File: src/rtl/delay_meter.sv
// Measures edges from a stimulus change to a response on the gate under test.
// Optional statistics counters are enabled by defining DELAY_METER_STATS_EN.
module delay_meter #(
   parameter int unsigned CW      = 8,
   parameter int unsigned TIMEOUT = 200
) (
   input  logic          clk,
   input  logic          reset,
   input  logic [2:0]    stim_in,
   input  logic          dut_out,
   output logic          res_valid,
   input  logic          res_ready,
   output logic [CW-1:0] res_latency,
   output logic          res_timeout,
   output logic          res_level,
   output logic          busy,
   output logic [15:0]   meas_count,
   output logic [15:0]   to_count
);

   typedef enum logic [1:0] {StIdle, StMeas, StDone} state_e;

   localparam logic [CW-1:0] TimeoutCw = CW'(TIMEOUT);

   state_e        state_q, state_d;
   logic [2:0]    stim_q;
   logic [CW-1:0] cnt_q, cnt_d;
   logic          level_ref_q, level_ref_d;
   logic [CW-1:0] res_latency_q, res_latency_d;
   logic          res_timeout_q, res_timeout_d;
   logic          res_level_q, res_level_d;
   logic          res_valid_q, res_valid_d;
   logic          busy_q, busy_d;

   logic          trigger;
   logic [CW:0]   cnt_inc;

   assign trigger = (stim_in != stim_q);
   // One extra bit so cnt+1 can be compared against TIMEOUT without wrapping.
   assign cnt_inc = {1'b0, cnt_q} + {{CW{1'b0}}, 1'b1};

   always_comb begin
      state_d       = state_q;
      cnt_d         = cnt_q;
      level_ref_d   = level_ref_q;
      res_latency_d = res_latency_q;
      res_timeout_d = res_timeout_q;
      res_level_d   = res_level_q;

      unique case (state_q)
         StIdle: begin
            if (trigger) begin
               state_d     = StMeas;
               cnt_d       = '0;
               level_ref_d = dut_out;
            end
         end
         StMeas: begin
            if (dut_out != level_ref_q) begin
               state_d       = StDone;
               res_latency_d = cnt_inc[CW-1:0];
               res_timeout_d = 1'b0;
               res_level_d   = dut_out;
            end else if (trigger) begin
               cnt_d       = '0;
               level_ref_d = dut_out;
            end else if (cnt_inc == {1'b0, TimeoutCw}) begin
               state_d       = StDone;
               res_latency_d = TimeoutCw;
               res_timeout_d = 1'b1;
               res_level_d   = level_ref_q;
            end else begin
               cnt_d = cnt_inc[CW-1:0];
            end
         end
         StDone: begin
            // Triggers here are dropped; stim_q still tracks stim_in.
            if (res_ready) begin
               state_d = StIdle;
            end
         end
         default: state_d = StIdle;
      endcase

      busy_d      = (state_d == StMeas);
      res_valid_d = (state_d == StDone);
   end

   always_ff @(posedge clk) begin
      if (reset) begin
         state_q       <= StIdle;
         stim_q        <= '0;
         cnt_q         <= '0;
         level_ref_q   <= 1'b0;
         res_latency_q <= '0;
         res_timeout_q <= 1'b0;
         res_level_q   <= 1'b0;
         res_valid_q   <= 1'b0;
         busy_q        <= 1'b0;
      end else begin
         state_q       <= state_d;
         stim_q        <= stim_in;
         cnt_q         <= cnt_d;
         level_ref_q   <= level_ref_d;
         res_latency_q <= res_latency_d;
         res_timeout_q <= res_timeout_d;
         res_level_q   <= res_level_d;
         res_valid_q   <= res_valid_d;
         busy_q        <= busy_d;
      end
   end

   assign res_valid   = res_valid_q;
   assign res_latency = res_latency_q;
   assign res_timeout = res_timeout_q;
   assign res_level   = res_level_q;
   assign busy        = busy_q;

`ifdef DELAY_METER_STATS_EN
   logic        done_entry;
   logic [15:0] meas_count_q, meas_count_d;
   logic [15:0] to_count_q, to_count_d;

   assign done_entry = (state_q == StMeas) && (state_d == StDone);

   always_comb begin
      meas_count_d = meas_count_q;
      to_count_d   = to_count_q;
      if (done_entry && (meas_count_q != 16'hFFFF)) begin
         meas_count_d = meas_count_q + 16'd1;
      end
      if (done_entry && res_timeout_d && (to_count_q != 16'hFFFF)) begin
         to_count_d = to_count_q + 16'd1;
      end
   end

   always_ff @(posedge clk) begin
      if (reset) begin
         meas_count_q <= '0;
         to_count_q   <= '0;
      end else begin
         meas_count_q <= meas_count_d;
         to_count_q   <= to_count_d;
      end
   end

   assign meas_count = meas_count_q;
   assign to_count   = to_count_q;
`else
   assign meas_count = '0;
   assign to_count   = '0;
`endif

endmodule

File: config.mk
export PLATFORM = sky130hd
export DESIGN_NAME = delay_meter
export DESIGN_NICKNAME = d
export VERILOG_FILES = /design/src/rtl/delay_meter.sv
export SDC_FILE = /design/constraint.sdc
export NUM_CORES = 1
export LEC_CHECK = 0
export CAP_MARGIN = 25
export CORE_AREA = 2 2 65 67
export DETAILED_ROUTE_END_ITERATION = 7
export DIE_AREA = 0 0 67 69
export PLACE_DENSITY = 0.71
export SLEW_MARGIN = 20
export SYNTH_ARGS = -nofsm -noshare
export SYNTH_HDL_FRONTEND = slang
export SYNTH_SLANG_ARGS = --single-unit
File: constraint.sdc
create_clock -name clk -period 2.35 [get_ports clk]
set_input_delay 0.47 -clock clk [delete_from_list [all_inputs] [get_ports clk]]
set_output_delay 0.47 -clock clk [all_outputs]
set_load 0.02 [all_outputs]
==> results of run 1 <==
## cell usage in the layout, fill, tap and decap left out, types with 2 or more instances in the layout
cell type | synthesis | final
conb_1 | 1 | 32
dfxtp_1 | 26 | 26
clkdlybuf4s50_1 | 0 | 18
buf_4 | 32 | 15
a21oi_1 | 12 | 12
nor2_1 | 10 | 10
inv_1 | 9 | 9
xnor2_1 | 8 | 8
nand3_1 | 8 | 8
nor2b_1 | 5 | 5
nand4_1 | 5 | 5
o32ai_1 | 5 | 5
nor3_1 | 5 | 5
nand2_1 | 4 | 4
a211oi_1 | 4 | 4
ha_1 | 4 | 4
or3_1 | 3 | 3
and2_1 | 3 | 3
a31oi_1 | 3 | 3
o211ai_1 | 3 | 3
a22oi_1 | 3 | 3
o21ai_0 | 3 | 3
clkbuf_8 | 0 | 3
mux2i_1 | 2 | 2
o31ai_1 | 2 | 2
o2111ai_1 | 2 | 2
o21a_1 | 2 | 2
## registers in the layout, summed over array words and instances, names as in the netlist
| name | cells |
|---|---|
| res_level | 1 |
| level_ref_q | 1 |
| busy | 1 |
| res_timeout | 1 |
| stim_q | 3 |
| res_valid | 1 |
| cnt_q | 8 |
| state_q | 2 |
| res_latency | 8 |
## layout make-up
cell class | instances | area, sq um
multi-input combinational | 152 | 970
inverter | 9 | 33.8
timing repair buffer | 33 | 293
tap | 50 | 62.6
clock buffer | 3 | 41.3
sequential | 26 | 520
fill | 406 | 1990
## worst max-delay path by stage
stage,endpoint,cells past startpoint,slack (ps),start
after floorplan,cnt_q[7],7,340,cnt_q[0]
final,cnt_q[0],7,310,dut_out
after global placement,cnt_q[7],7,100,dut_out
after detailed placement,cnt_q[0],7,40,dut_out
after CTS,cnt_q[0],7,340,dut_out
after global routing,cnt_q[0],6,150,stim_in[1]
## worst register-to-register path, stage by stage, from the launching register on
cell and delay (ps):
dfxtp_1 340, ha_1 250, nand4_1 170, o32ai_1 350, a32o_2 330, a21oi_2 140, o31a_1 290
## power by group through the flow
stage / Sequential [W] / Combinational, W / Clock, W
6_report: 0.000480 / 0.000297 / 0.000251
5_1_grt: 0.000483 / 0.000326 / 0.000278
4_1_cts: 0.000480 / 0.000296 / 0.000260
3_5_place_dp: 0.000490 / 0.000295 / 0
3_3_place_gp: 0.000490 / 0.000293 / 0
2_1_floorplan: 0.000507 / 0.000214 / 0
## Yosys cell counts, drive strengths merged
cell type / count
or4b: 1
nand4: 5
nor2: 10
and2: 3
a21o: 1
a21oi: 14
conb: 1
o22ai: 1
or3: 3
inv: 9
a32oi: 1
ha: 4
nand4bb: 1
nor2b: 5
nand3b: 1
dfxtp: 26
nor3: 5
xor2: 1
o21ai: 4
o211ai: 4
a32o: 1
o31ai: 2
o21a: 2
mux2i: 2
a211oi: 5
a221o: 1
a31oi: 3
and3: 2
o32ai: 5
or2: 2
mux2: 1
nand3: 8
xnor2: 8
o31a: 1
nand2: 4
a22oi: 3
nor4: 1
clkbuf: 6
a211o: 1
nand2b: 1
buf: 37
o2111a: 1
o2111ai: 2
## stage by stage
step / std cells / area [sq um] / setup WS (ps) / total power (W)
after global placement: 270 / 1880 / 103 / 0.000783
after floorplan: 230 / 1820 / 342 / 0.000721
final: 273 / 1920 / 309 / 0.00103
after global routing: 273 / 1920 / 153 / 0.00109
after CTS: 273 / 1920 / 336 / 0.00104
after detailed placement: 270 / 1880 / 44.5 / 0.000785
## cells by family after synthesis
family / synth area share (%)
compound gates: 23.3
simple gates: 17.0
buf+inv: 19.3
flops: 30.6
xor+xnor: 4.63
fa+ha+maj: 2.94
mux: 2.06
other cells: 0.220
## routing by layer
layer,GRT usage [%],vias up
met5,0,-
met2,24.6,49
met1,24.1,667
met3,2.61,2
met4,2.95,0
li1,-,705
==> results.toml, run 1 <==
[worst_setup_path]
required_ps = 2550
cpMaxStageDelayCell = "clkdlybuf4s50_1"
regToRegSetupSlack_ps = 370
path_max_fanout = 6
crit_chain = "clkdlybuf4s50_1 -> ha_1 -> inv_1 -> a21oi_1 -> o21ai_1 -> a211o_1 -> o22ai_1"
max_stage_delay_ps = 450
critical_path_buf_inv_count = 2
cp.arrival_ps = 2240
r2r_cells = 6
startpoint_type = "input port"
endpoint_kind = "flop"
critical-path-top-delay-family = "compound AO/OA/AOI/OAI gates"
critPathKind = "in -> reg"
r2r-end = "res_latency[0]"
r2r_start = "cnt_q[0]"

[layout]
antenna_cells = 0
final_core_util_pct = 49.1
nets = 236
drive_above_1_share_pct = 12.6
syn2layout_area_growth_pct = 12.9

[min_path]
hold_path_class = "reg -> reg"
hold_start = "res_latency[6]"
hold_depth = 2
min_to = "res_latency[6]"

[sta]
finalSetupViolations = 0
rsz0062_at_grt = "false"
tns_ps = 0
period_needed_ps = 2040
fmax_mhz = 490
max_slew.worst_pin.slew_ps = 567
whs_ps = 468
finalCritPeriodShare_pct = 86.9
final_hold_viol_count = 0
max_slew_margin_pct = 62.0
skew_ps = 7.30
slew_viol_final = 0

[global_routing]
grt_pass1_wl_mm = 6.00
antenna_found_initial = 0
overflow = 0
grt_max_degree = 19
grt_pass1_vias = 1250
grt_use_total_pct = 16.2

[clock_network]
cts_root_buffer = "clkbuf_8"
clock-sinks = 26
clk_latency_ps = 270
cts_setup_buffers = 0
cts_hold_buf = 0
clockBufferDepth = 2
cts.clk_slew.worst_paths_ps = 90
post_cts_resized = 0
cts_made_buffers = 3
cts_max_level = 1
cts_tree = "built"

[die]
die-area_sq_um = 4620
die_w_microns = 67
io_pins = 51
rows = 23
initial_utilization_pct = 43.5
core-area_sq_um = 3910
fp.dieH_microns = 69

[run]
drv_cap = 0

[pwr]
power_density_nw_per_um2 = 535
combinationalPowerShare_pct = 28.9
internal_power_w = 0.000694
p_clk_share_pct = 24.4
power_frac_seq_pct = 46.7
power_leakage_nw = 0.751
switching_share_pct = 32.4
irDropWorstVdd_mv = 0.315
switchingPower_w = 0.000333

[synthesis]
synthCells = 199
yosysTopAreaCellShare_pct = 30.6
synth_cell_type_count = 52
yosysWarnings = 0
ys_top_cells_by_area = "dfxtp_1, buf_4, xnor2_1"
synth_seq_cells = 26
yosys.area.top_type = "dfxtp_1"
synth.cell_area_sq_um = 1700
syn_avg_cell_area_sq_um = 8.55
ys_seq_area_share_pct = 30.6

[drt]
drt_wl_total_mm = 3.45
wire_per_inst_microns = 12.7
wl_met1_mm = 1.60
highest_layer = "met4"
vias_per_cell = 5.21
wl_met2_mm = 1.63
wl_met3_microns = 218
vias = 1423
drc_errors = 0
firstDrtPassIters = 4
ant_nets = 0
drt_iter0_drc = 72

[outcome]
status = "finished clean"

[placed_design]
place_congestion = 0.879
hpwl_mm = 2.62
port_buffers = 18
No activity file was read; power rests on OpenSTA's default activity.
==> inputs of run 2 (changes only) <==
- CAP_MARGIN: 25 -> default
- GPL_ROUTABILITY_DRIVEN: default -> 0
- clock period: 2.35 -> 2.5 ns (I/O delays scaled with it)
==> results.toml, run 2 (same netlist as run 1, synthesis figures left out) <==
[clock_network]
clk_latency_ps = 270
clockBufferDepth = 2
cts.clk_slew.worst_paths_ps = 100
post_cts_resized = 0
cts_tree = "built"
cts_made_buffers = 3
cts_root_buffer = "clkbuf_8"
cts_hold_buf = 0
cts_setup_buffers = 0
clock-sinks = 26
cts_max_level = 1

[global_routing]
grt_use_total_pct = 16.5
antenna_found_initial = 0
grt_max_degree = 21
top_usage_layer = "met1"
overflow = 0
use_met1_pct = 24.8
grt_pass1_wl_mm = 5.98
grt_pass1_vias = 1198
use_met3_pct = 2.61
grt_use_met2_pct = 24.3

[min_path]
hold_start = "res_latency[6]"
min_to = "res_latency[6]"
hold_path_class = "reg -> reg"
hold_depth = 2

[pwr]
power_leakage_nw = 0.747
irDropWorstVdd_mv = 0.310
p_total_w = 0.00107
power_density_nw_per_um2 = 558

[die]
io_pins = 51
rows = 23
die_w_microns = 67
fp.dieH_microns = 69
core-area_sq_um = 3910
die-area_sq_um = 4620
initial_utilization_pct = 43.5

[run]
drv_cap = 0

[worst_setup_path]
cp.arrival_ps = 2300
startpoint_type = "input port"
critical-path-top-delay-family = "compound AO/OA/AOI/OAI gates"
crit_chain = "clkdlybuf4s50_1 -> ha_1 -> inv_1 -> a21oi_1 -> o21ai_1 -> a21oi_4 -> mux2_4"
endpoint_kind = "flop"
critical_path_buf_inv_count = 2
required_ps = 2670
worst-path-stages = 7
path_max_fanout = 6
regToRegSetupSlack_ps = 500
r2r_start = "cnt_q[0]"
r2r_cells = 7
critPathKind = "in -> reg"
cpMaxStageDelayCell = "clkdlybuf4s50_1"
max_stage_delay_ps = 470
r2r-end = "res_latency[0]"

[layout]
final_common_cell = "conb_1"
final_cell_mix = "conb_1, dfxtp_1, clkdlybuf4s50_1"
drive_above_1_share_pct = 11.4
n_fill_cell = 399
antenna_cells = 0
nets = 232
syn2layout_area_growth_pct = 12.9
layoutNonFillerInstCount = 270

[drt]
firstDrtPassIters = 4
wire_per_inst_microns = 13.5
drt_iter0_drc = 52
vias_per_cell = 5.22
ant_nets = 0
drc_errors = 0
drt_wl_total_mm = 3.64
vias = 1409

[outcome]
status = "finished clean"

[sta]
tns_ps = 0
max_slew.worst_pin.slew_ps = 555
period_needed_ps = 2120
max_slew_margin_pct = 62.7
slew_viol_final = 0
finalSetupViolations = 0
finalCritPeriodShare_pct = 84.9
fmax_mhz = 471
rsz0062_at_grt = "false"
final_hold_viol_count = 0
skew_ps = 9.09

[placed_design]
dp.cells = 266
port_buffers = 18
hpwl_mm = 2.69
-- run 2: cell types whose count changed in the layout (fill, tap and decap cells not counted), sizes merged --
cell    delta
buf        -4
bufinv     +1
-- run 2: tightest hold or removal path, stage by stage (launching register included) --
cell and delay (ps):
dfxtp_1 320, inv_1 60, a21oi_1 50
-- run 2: worst max path at each step --
stage          startpoint       end  slack (ps)
6_report          dut_out  cnt_q[7]         380
2_1_floorplan     dut_out  cnt_q[7]         470
3_5_place_dp      dut_out  cnt_q[1]         100
3_3_place_gp      dut_out  cnt_q[7]         170
5_1_grt        stim_in[0]  cnt_q[3]         190
4_1_cts           dut_out  cnt_q[1]         390
-- run 2: layout make-up --
type	instances	area [sq um]	share of cell area, %
clock buffer	3	41.3	2.15
clock inverter	1	30.0	1.56
inverter	9	33.8	1.76
multi-input combinational	152	970	50.5
sequential	26	520	27.1
tap	50	62.6	3.26
timing repair buffer	29	263	13.7
-- run 2: power breakdown --
group	internal (W)	total [W]	switching, W
Clock	0.000214	0.000353	0.000139
Sequential	0.000437	0.000451	0.0000140
Combinational	0.0000986	0.000268	0.000170
-- run 2: metrics by stage --
step / area [sq um] / hold WS (ps) / setup WS, ps / util (%)
after floorplan: 1820 / 513 / 474 / -
after global placement: 1850 / 460 / 169 / 47.3
after detailed placement: 1850 / 459 / 101 / 47.3
after CTS: 1920 / 473 / 395 / 49.1
after global routing: 1920 / 493 / 190 / 49.1
final: 1920 / 467 / 378 / 49.1
-- run 2: metal layers --
metal	part of all wire (%)	wire length, microns	vias to the layer above
li1	-	-	694
met1	46	1670	658
met2	46	1670	55
met3	7.6	277	2
met4	0.58	21	0
met5	0	0	-
==> inputs of run 3 (changes only) <==
- clock period: 2.5 -> 2.08 ns (I/O delays scaled with it)
==> results.toml, run 3 (same netlist as run 1, synthesis figures left out) <==
[sta]
slew_viol_final = 0
whs_ps = 470
rsz0062_at_grt = "false"
final_hold_viol_count = 0
tns_ps = 0
finalSetupViolations = 0
setup_slack_ps = 127
max_slew_margin_pct = 64.0
fmax_mhz = 512
skew_ps = 3.15
max_slew.worst_pin.slew_ps = 540
finalCritPeriodShare_pct = 93.9
period_needed_ps = 1950

[pwr]
irDropWorstVdd_mv = 0.508
switchingPower_w = 0.000387
power_density_nw_per_um2 = 611
power_leakage_nw = 0.792
switching_share_pct = 31.7
power_frac_seq_pct = 44.5
internal_power_w = 0.000833
p_clk_share_pct = 27.0
combinationalPowerShare_pct = 28.6

[clock_network]
cts.clk_slew.worst_paths_ps = 90
clock-sinks = 26
cts_max_level = 1
clockBufferDepth = 2
clk_latency_ps = 270
cts_root_buffer = "clkbuf_8"
cts_made_buffers = 3
cts_tree = "built"

[die]
io_pins = 51
rows = 23
core-area_sq_um = 3910
fp.dieH_microns = 69
die_w_microns = 67
die-area_sq_um = 4620
initial_utilization_pct = 43.5

[worst_setup_path]
path_max_fanout = 7
startpoint_type = "flop"
critPathKind = "reg -> reg"
endpoint_kind = "flop"
crit_chain = "ha_1 -> or2_1 -> a211oi_2 -> o2111a_4 -> a21oi_4 -> buf_4 -> and2_1"
cp.arrival_ps = 2120
required_ps = 2250
max_stage_delay_ps = 330
cpMaxStageDelayCell = "dfxtp_1"

[global_routing]
grt_pass1_wl_mm = 5.88
grt_use_total_pct = 15.9
overflow = 0
grt_pass1_vias = 1259
antenna_found_initial = 0
grt_max_degree = 16

[outcome]
status = "finished clean"

[drt]
drt_wl_total_mm = 3.58
drt_iter0_drc = 69
firstDrtPassIters = 4
vias = 1483
drc_errors = 0
ant_nets = 0
wire_per_inst_microns = 12.8
vias_per_cell = 5.30

[placed_design]
port_buffers = 18
hpwl_mm = 2.67
post-place-ws_ps = -128

[layout]
final_common_cell = "conb_1"
final_cell_mix = "conb_1, dfxtp_1, buf_4"
antenna_cells = 0
nets = 242
drive_above_1_share_pct = 16.5
syn2layout_area_growth_pct = 17.4
n_fill_cell = 398

[min_path]
hold_path_class = "reg -> reg"

[run]
drv_cap = 0
-- run 3: cell types whose count changed in the layout (fill, tap and decap cells not counted), sizes merged --
cell    delta
bufinv     -1
clkbuf     +1
buf       +10
-- run 3: power by group through the flow --
stage                     logic, W  clock network, W  registers (W)
after floorplan           0.000241                 0       0.000573
after global placement    0.000343                 0       0.000554
after detailed placement  0.000343                 0       0.000553
after CTS                 0.000344          0.000339       0.000542
after global routing      0.000381          0.000354       0.000546
final                     0.000349          0.000329       0.000542
-- run 3: cell type report --
| class | instances | area [sq um] | share of cell area, % |
|---|---|---|---|
| sequential | 26 | 520 | 26.0 |
| inverter | 9 | 33.8 | 1.69 |
| clock buffer | 4 | 55.1 | 2.76 |
| tap | 50 | 62.6 | 3.13 |
| multi-input combinational | 152 | 988 | 49.5 |
| timing repair buffer | 39 | 338 | 16.9 |
-- run 3: metrics by stage --
stage                     power, W  utilization [%]  instance area (sq um)  cells
after floorplan           0.000814                -                   1820    230
after global placement    0.000897             49.0                   1920    275
after detailed placement  0.000897             49.0                   1920    275
after CTS                  0.00122             50.4                   1970    279
after global routing       0.00128             51.1                   2000    280
final                      0.00122             51.1                   2000    280
-- run 3: worst paths after layout --
kind,cells after the start,slack (ps),from,endpoint
max reg2reg,7,130,cnt_q[0],busy
min,2,470,res_latency[6],res_latency[6]
max,7,130,cnt_q[0],busy
min reg2reg,2,470,res_latency[6],res_latency[6]
-- run 3: what timing repair did --
action	in CTS	in global routing
hold buffers	0	0
resized for setup	0	3
buffers inserted	0	1
endpoints found under the setup margin	0	14
-- run 3: per-layer routing --
layer / wire length, microns / up-vias / global-route usage [%] / share of wire, %
li1: - / 714 / - / -
met1: 1640 / 715 / 23.1 / 46
met2: 1720 / 52 / 24.1 / 48
met3: 213 / 2 / 3.75 / 5.9
met4: 8 / 0 / 2.27 / 0.22
met5: 0 / - / 0 / 0
-- run 3: critical path, delay by kind of cell, from the launching register on --
family | cells | cell delay, ps
buf+inv | 1 | 170
simple gates | 2 | 390
compound gates | 3 | 720
fa+ha+maj | 1 | 250
flops | 1 | 330
